[src/rtl/mac_sequencer_if.sv]
`default_nettype none
// ============================================================================
// Module      : mac_sequencer_if
// Description : Bus bundle between the MAC sequencer, its spike source/sink
//               and the external binary multiplier stage.
// Revision    : 1.0  initial release
// ============================================================================
interface mac_sequencer_if #(
    parameter int N_STAGE = 5,
    parameter int ACC_W   = 12
);
    localparam int N = 2 ** N_STAGE;

    logic               cfg_we;
    logic [N-1:0]       cfg_wdata;
    logic               in_valid;
    logic               in_ready;
    logic [N-1:0]       in_x;
    logic [N-1:0]       w_out;
    logic [N-1:0]       x_out;
    logic [2*N-1:0]     mult_in;
    logic [ACC_W-1:0]   threshold;
    logic [2:0]         leak_shift;
    logic               mem_clr;
    logic               out_valid;
    logic               spike;
    logic [ACC_W-1:0]   membrane;

    modport slave (
        input  cfg_we, cfg_wdata, in_valid, in_x, mult_in, threshold, leak_shift, mem_clr,
        output in_ready, w_out, x_out, out_valid, spike, membrane
    );

    modport master (
        output cfg_we, cfg_wdata, in_valid, in_x, mult_in, threshold, leak_shift, mem_clr,
        input  in_ready, w_out, x_out, out_valid, spike, membrane
    );
endinterface
`default_nettype wire

[src/rtl/mac_sequencer.sv]
`default_nettype none
// ============================================================================
// Module      : mac_sequencer
// Description : Serial lane-by-lane MAC controller feeding a leaky
//               integrate-and-fire membrane with saturating accumulate.
// Revision    : 1.0  initial release
// ============================================================================
module mac_sequencer #(
    parameter int N_STAGE = 5,
    parameter int ACC_W   = 12
) (
    input  wire logic         clk,
    input  wire logic         rst_n,
    mac_sequencer_if.slave    bus
);
    localparam int N = 2 ** N_STAGE;

    typedef enum logic [1:0] {
        S_IDLE   = 2'd0,
        S_SUM    = 2'd1,
        S_UPDATE = 2'd2
    } state_t;

    state_t               r_state;
    state_t               w_next_state;
    logic [N-1:0]         r_w;
    logic [N-1:0]         r_x;
    logic [N_STAGE-1:0]   r_cnt;
    logic [N_STAGE+1:0]   r_psum;
    logic [ACC_W-1:0]     r_mem;
    logic                 r_out_valid;
    logic                 r_spike;

    logic                 w_accept;
    logic [1:0]           w_lane;
    logic [ACC_W:0]       w_sum;
    logic [ACC_W-1:0]     w_m;
    logic [ACC_W-1:0]     w_leaked;
    logic                 w_fire;

    assign bus.in_ready  = (r_state == S_IDLE);
    assign bus.w_out     = r_w;
    assign bus.x_out     = r_x;
    assign bus.out_valid = r_out_valid;
    assign bus.spike     = r_spike;
    assign bus.membrane  = r_mem;

    assign w_accept = bus.in_valid && (r_state == S_IDLE);
    assign w_lane   = bus.mult_in[{r_cnt, 1'b0} +: 2];

    // One extra carry bit lets the saturation test see the overflow directly.
    assign w_sum    = {1'b0, r_mem} + {{(ACC_W - N_STAGE - 1){1'b0}}, r_psum};
    assign w_m      = w_sum[ACC_W] ? {ACC_W{1'b1}} : w_sum[ACC_W-1:0];
    assign w_fire   = (w_m >= bus.threshold);
    assign w_leaked = (bus.leak_shift == 3'd0) ? w_m : (w_m - (w_m >> bus.leak_shift));

    always_ff @(posedge clk or negedge rst_n) begin
        if (!rst_n) begin
            r_state <= S_IDLE;
        end else begin
            r_state <= w_next_state;
        end
    end

    always_comb begin
        w_next_state = r_state;
        case (r_state)
            S_IDLE:   if (w_accept) w_next_state = S_SUM;
            S_SUM:    if (&r_cnt)   w_next_state = S_UPDATE;
            S_UPDATE: w_next_state = S_IDLE;
            default:  w_next_state = S_IDLE;
        endcase
    end

    always_ff @(posedge clk or negedge rst_n) begin
        if (!rst_n) begin
            r_w         <= '0;
            r_x         <= '0;
            r_cnt       <= '0;
            r_psum      <= '0;
            r_mem       <= '0;
            r_out_valid <= 1'b0;
            r_spike     <= 1'b0;
        end else begin
            r_out_valid <= 1'b0;
            case (r_state)
                S_IDLE: begin
                    if (bus.cfg_we) r_w <= bus.cfg_wdata;
                    if (w_accept) begin
                        r_x    <= bus.in_x;
                        r_cnt  <= '0;
                        r_psum <= '0;
                    end
                end
                S_SUM: begin
                    r_psum <= r_psum + {{N_STAGE{1'b0}}, w_lane};
                    r_cnt  <= r_cnt + 1'b1;
                end
                S_UPDATE: begin
                    r_out_valid <= 1'b1;
                    if (w_fire) begin
                        r_spike <= 1'b1;
                        r_mem   <= '0;
                    end else begin
                        r_spike <= 1'b0;
                        r_mem   <= w_leaked;
                    end
                end
                default: ;
            endcase
            // Clear wins over the update; a coincident result reports no spike.
            if (bus.mem_clr) begin
                r_mem <= '0;
                if (r_state == S_UPDATE) r_spike <= 1'b0;
            end
        end
    end
endmodule
`default_nettype wire

[src/flat_wrapper.sv]
// flat-port wrapper written by rule: the top's interface ports become plain ports
module mac_sequencer_flat 
#(
    parameter int N_STAGE = 5,
    parameter int ACC_W   = 12
)
  (clk, rst_n, bus_cfg_we, bus_cfg_wdata, bus_in_valid, bus_in_x, bus_mult_in, bus_threshold, bus_leak_shift, bus_mem_clr, bus_in_ready, bus_w_out, bus_x_out, bus_out_valid, bus_spike, bus_membrane);
  mac_sequencer_if #(.N_STAGE(N_STAGE), .ACC_W(ACC_W)) bus_i ();
  input  wire logic clk;
  input  wire logic rst_n;
  input wire logic [$bits(bus_i.cfg_we)-1:0] bus_cfg_we;
  input wire logic [$bits(bus_i.cfg_wdata)-1:0] bus_cfg_wdata;
  input wire logic [$bits(bus_i.in_valid)-1:0] bus_in_valid;
  input wire logic [$bits(bus_i.in_x)-1:0] bus_in_x;
  input wire logic [$bits(bus_i.mult_in)-1:0] bus_mult_in;
  input wire logic [$bits(bus_i.threshold)-1:0] bus_threshold;
  input wire logic [$bits(bus_i.leak_shift)-1:0] bus_leak_shift;
  input wire logic [$bits(bus_i.mem_clr)-1:0] bus_mem_clr;
  output wire logic [$bits(bus_i.in_ready)-1:0] bus_in_ready;
  output wire logic [$bits(bus_i.w_out)-1:0] bus_w_out;
  output wire logic [$bits(bus_i.x_out)-1:0] bus_x_out;
  output wire logic [$bits(bus_i.out_valid)-1:0] bus_out_valid;
  output wire logic [$bits(bus_i.spike)-1:0] bus_spike;
  output wire logic [$bits(bus_i.membrane)-1:0] bus_membrane;
  assign bus_i.cfg_we = bus_cfg_we;
  assign bus_i.cfg_wdata = bus_cfg_wdata;
  assign bus_i.in_valid = bus_in_valid;
  assign bus_i.in_x = bus_in_x;
  assign bus_i.mult_in = bus_mult_in;
  assign bus_i.threshold = bus_threshold;
  assign bus_i.leak_shift = bus_leak_shift;
  assign bus_i.mem_clr = bus_mem_clr;
  assign bus_in_ready = bus_i.in_ready;
  assign bus_w_out = bus_i.w_out;
  assign bus_x_out = bus_i.x_out;
  assign bus_out_valid = bus_i.out_valid;
  assign bus_spike = bus_i.spike;
  assign bus_membrane = bus_i.membrane;
  mac_sequencer #(.N_STAGE(N_STAGE), .ACC_W(ACC_W)) u_core (.clk(clk), .rst_n(rst_n), .bus(bus_i));
endmodule
[config.mk]
export PLATFORM = sky130hd
export DESIGN_NAME = mac_sequencer_flat
export DESIGN_NICKNAME = d
export VERILOG_FILES = /design/src/rtl/mac_sequencer_if.sv /design/src/rtl/mac_sequencer.sv /design/src/flat_wrapper.sv
export SDC_FILE = /design/constraint.sdc
export NUM_CORES = 1
export LEC_CHECK = 0
export ABC_AREA = 1
export ABC_CLOCK_PERIOD_IN_PS = 4300
export CAP_MARGIN = 20
export CORE_MARGIN = 2
export CORE_UTILIZATION = 46
export CTS_CLUSTER_SIZE = 10
export DETAILED_ROUTE_END_ITERATION = 7
export GPL_TIMING_DRIVEN = 0
export PLACE_DENSITY_LB_ADDON = 0.15
export SYNTH_ARGS = -nofsm -noshare
export SYNTH_HDL_FRONTEND = slang
export SYNTH_SLANG_ARGS = --single-unit
[constraint.sdc]
create_clock -name clk -period 4.3 [get_ports clk]
set_input_delay 0.645 -clock clk [delete_from_list [all_inputs] [get_ports clk]]
set_output_delay 0.645 -clock clk [all_outputs]
set_load 0.05 [all_outputs]
After elaboration in Yosys (flattened, before gate mapping) --
Cells that the tools add are included. Widths: inputs -> output; s select.
Operators by class: add/sub/neg operators 4, magnitude comparators 1, equality and inequality tests 4, shifts and indexed selects 2, reduce and logical (&&, ||, !) cells 10, mux-type cells 17
Operators by type and width (number):
- $shiftx 64x7->2 | 1
- $mux 12 | 5
- $pmux 7 s2 | 1
- $add 12x7->13 | 1
- $ge 12x12->1 | 1
- $shr 12x3->12 | 1
- $sub 12x12->12 | 1
- $pmux 5 s2 | 1
- $reduce_and 2->1 | 4
- $add 7x2->7 | 1
- $mux 7 | 1
- $add 5x1->5 const B | 1
- $mux 1 | 5
- $mux 5 | 1
- $reduce_and 5->1 | 1
- $mux 2 | 2
- $ne 2x1->1 const B | 2
- $pmux 2 s2 | 1
- $reduce_bool 2->1 | 2
- $logic_not 3->1 | 1
- $eq 2x1->1 const B | 1
- $eq 2x2->1 const B | 1
- $logic_not 2->1 | 1
- $logic_and 1x1->1 | 1
Storage, ports and cells: register bits after elaboration 92, word-level logic and storage cells 46, input bits 148, output and inout bits 79

Depth between registers and ports, before layout --
depth after elaboration 8, mapped depth 25, gate-level depth less buffers 25

Least setup slack after synthesis --
OpenSTA, ideal clock, no wires.
path kind register -> register, from register u_core.r_mem[0] (netlist: u_core.bus.membrane[0]), to register u_core.r_mem[6] (netlist: u_core.bus.membrane[6]), slack 715 ps, required time 4182 ps, period minus slack after synthesis 3585 ps, stages on the path, launching flop included 22, buffers on the path 2, arrival 3467 ps, setup time 118 ps, cells stage by stage dfrtp_1 ha_1 fa_1 nand2_1 nand3_1 nand3_1 nand2_2 nand2_4 buf_2 nand4_1 nand3_1 nand3_1 nand2_1 ha_1 clkbuf_1 a21o_1 or2_1 a21oi_1 xor2_1 nand2_1 nand3_1 nand2_1
Between the ends: longest elaborated chain between the ends 8, elaborated cells between the ends (all ways) 9, those cells by class add/sub: 2; order compare: 1; shift: 1; mux: 5
Ends and longest elaborated chain:
- start, declared | line mac_sequencer.sv:30 | logic [ACC_W-1:0] r_mem;
- start signal, assigned | line mac_sequencer.sv:106 | r_mem <= w_leaked;
- $add 12x7->13 * | line mac_sequencer.sv:52 | assign w_sum = {1'b0, r_mem} + {{(ACC_W - N_STAGE - 1){1'b0}}, r_psum};
- $mux 12 * | line mac_sequencer.sv:53 | assign w_m = w_sum[ACC_W] ? {ACC_W{1'b1}} : w_sum[ACC_W-1:0];
- $shr 12x3->12 | line mac_sequencer.sv:55 | assign w_leaked = (bus.leak_shift == 3'd0) ? w_m : (w_m - (w_m >> bus.leak_shift));
- $sub 12x12->12 | line mac_sequencer.sv:55
- $mux 12 | line mac_sequencer.sv:55
- $mux 12 * | line mac_sequencer.sv:101 | if (w_fire) begin
- $mux 12 * | line mac_sequencer.sv:86 | case (r_state)
- $mux 12 * | line mac_sequencer.sv:112 | if (bus.mem_clr) begin
Mark *: on every way between the ends. The rest lies on a longest branch, timed or not. The select of a mux whose other input is x is not followed. A chain may end at the register's enable or synchronous reset.

Final worst setup path --
from register u_core.r_mem[0] (netlist: u_core.bus.membrane[0]), to register u_core.r_mem[8] (netlist: u_core.bus.membrane[8])
The elaborated chain is that of the path after synthesis.

==> flow_metrics.tcl <==
set metrics [dict create \
    outcome "finished clean" \
    die_x_um 120 \
    viasPerCell 5.09 \
    die_y_um 120 \
    core_area_mm2 0.0131 \
    tightest_slew_ns 0.595 \
    yosysMostFrequentCell "nand2_1" \
    grt_overflow_total 0 \
    drive_above_1_share_pct 7.15 \
    synthArstFlopShare_pct 100 \
    cp-end-kind "register" \
    area_delta_synth_final_pct 45.4 \
    fmax_mhz 250 \
    clkTransAtPathRegs_ns 0.06 \
    hpwl_um 14300 \
    yosysWarnings 0 \
    slew_headroom_pct 60.1 \
    post_drt_wl_per_cell_um 14.6 \
    maxCapViolations 0 \
    totalWireLength_um 18000 \
    vias 6304 \
    synth_top_area_cell "dfrtp_1" \
    path_max_fanout 5 \
    hold_buffers 0 \
    hold_violations 0 \
    drv_slew 0 \
    portBuffers 225 \
    pin_count 227 \
    worstPathRequired_ns 4.51 \
    critPathKind "reg2reg" \
    cts_buffers 9 \
    antenna_found_initial 0 \
    leakagePower_uw 0.00442 \
    period_share_pct 93.1 \
    num-fill-cells 1141 \
    min_period_ns 4.00 \
    n_antenna_cell 0 \
    cts_root_buf "clkbuf_16" \
    drtIter0Drc 394 \
    synth_area_leaders "dfrtp_1 (37%), nand2_1 (16%), ha_1 (6.9%), mux2_2 (5.9%), nand3_1 (5.4%)" \
    yosys-top-cells-count "nand2_1 (262), dfrtp_1 (92), inv_1 (79)" \
    arrival_ns 4.21 \
    cts_resized 0 \
    clock_latency_ns 0.33 \
    clock-sinks 92 \
    route.detailed.drc 0 \
    cts_setup_buffers 0 \
    place_area_mm2 0.00865 \
    gp_congestion 0.945 \
    grt_usage_pct 25.3 \
    yosys_most_used_dff "dfrtp_1" \
    power.density_mw_per_mm2 673 \
    rows 42 \
    cts_max_level 3 \
    finish.instance_area_mm2 0.00894 \
    setup_viol 0 \
    rsz0062_at_grt "false" \
    clockBufferDepth 2 \
    yosysUniqueCellTypes 37 \
    synth-edff-count 0 \
    antenna_left 0 \
    setup.worst_path.start_class "register" \
    ys_ff_latch 92 \
    die-area_mm2 0.0143 \
    syn_inst 821 \
    cts_tree "built" \
    final_nets 1243 \
    synth_fp_nets 1006 \
    grt_pass1_wl_um 29200 \
    dr.pass1.iters 5 \
    final.setup_skew_ns 0.00724 \
    grt_pass1_vias 5990 \
    synth_top_area_share_pct 37.4 \
    start_util_pct 46.8 \
    syn_avg_cell_area_um2 7.49 \
    seq_area_frac_synth_pct 37.4 \
    syn_area_mm2 0.00615 \
    vdd_drop_max_uv 464 \
    final_util_pct 68.1 \
    grt_max_degree 51 \
    hold_path.class "in2async" \
]
## kinds of logic after synthesis
family,after synthesis,synth area share [%]
and+or+nand+nor,424,29.5
AOI/OAI and AO/OA,113,10.4
buffers and inverters,112,7.22
DFF,92,37.4
adders and majority gates,37,7.90
muxes,36,6.51
xor gates and xnor gates,7,0.997
## registers in the layout (all words and copies together) (netlist names)
name / cells
u_core.bus.out_valid: 1
u_core.bus.membrane: 12
u_core.bus.w_out: 32
u_core.bus.x_out: 32
u_core.r_psum: 7
u_core.r_state: 2
u_core.r_cnt: 5
u_core.bus.spike: 1
## critical path, cell delays in order, from the launching register on
cell and delay [ns]:
dfrtp_1 0.43, ha_1 0.29, fa_1 0.43, nand2_1 0.11, nand3_1 0.11, nand3_1 0.10, nand2_2 0.09, nand2_4 0.10
nand3b_1 0.31, nand2_1 0.19, nand3_1 0.08, nand2_1 0.11, o21ai_1 0.09, ha_1 0.21, inv_1 0.09, fa_1 0.27
nand3_1 0.10, nand3_1 0.12, nand4_1 0.09, nand2_1 0.10, xor2_1 0.20, nand2_1 0.07, o211ai_1 0.11, nand2_1 0.08
## per-stage QoR
stage,setup TNS [ns],hold slack (ns),worst slack (ns),instances,power [uW]
floorplan,0,0.349,0.715,821,4000
global placement,-78.08,0.461,-0.854,1222,5160
detailed placement,0,0.464,0.424,1223,5230
CTS,0,0.322,0.395,1239,6040
global route,0,0.338,0.0209,1239,6440
finish,0,0.300,0.296,1239,6020
## final timing paths
path,start,end,slack (ns),depth (start not counted)
setup / recovery,u_core.bus.membrane[0],u_core.bus.membrane[8],0.30,23
hold / removal,rst_n,u_core.bus.x_out[29],0.30,1
setup reg to reg,u_core.bus.membrane[0],u_core.bus.membrane[8],0.30,23
hold reg to reg,u_core.bus.x_out[30],u_core.bus.x_out[30],0.48,2
max in group asynchronous,rst_n,u_core.bus.membrane[9],3.36,2
min in group clk,u_core.bus.x_out[30],u_core.bus.x_out[30],0.48,2
## per-layer routing
layer | up-vias | track usage [%] | share of wire [%]
met5 | - | 0 | 0
met4 | 0 | 6.99 | 1.8
met3 | 26 | 4.90 | 4.7
met2 | 191 | 43.9 | 51
met1 | 2899 | 32.3 | 43
li1 | 3188 | - | -
## power by group
part	total (uW)	leakage, uW	internal [uW]	switching [uW]
Combinational	3780	0.00313	1380	2400
Sequential	1450	0.00114	1230	221
Clock	786	0.000147	466	320
## layout make-up
| type | count | area [um^2] | share of cell area [%] |
|---|---|---|---|
| Timing Repair Buffer | 226 | 2280 | 25.5 |
| Clock buffer | 12 | 246 | 2.76 |
| Tap cell | 176 | 220 | 2.46 |
| Multi-Input combinational cell | 617 | 3400 | 38.0 |
| Clock inverter | 4 | 48.8 | 0.546 |
| Buffer | 29 | 133 | 1.48 |
| Sequential cell | 92 | 2300 | 25.7 |
| Inverter | 83 | 312 | 3.48 |
## cell usage in the layout, fill, tap and decap left out, types with 2 or more instances in the layout
cell,n
a21oi_1,24
ha_1,34
clkinv_1,3
inv_1,79
o211ai_1,9
buf_2,13
o21ai_0,49
xor2_1,4
nand3_2,2
nand4_1,19
mux2i_1,4
nand2_2,6
clkbuf_1,17
a21o_1,2
nor3_1,2
nand3_1,66
clkbuf_16,9
nor2_1,60
clkinv_2,2
nand2_4,2
nand3_4,2
a22o_1,3
clkdlybuf4s50_1,224
xnor2_1,3
o22ai_1,16
fa_1,3
dfrtp_1,92
o21bai_1,2
a31oi_1,2
o21ai_1,3
nand2_1,262
mux2_2,32
Power figures use the tool's default switching activity.
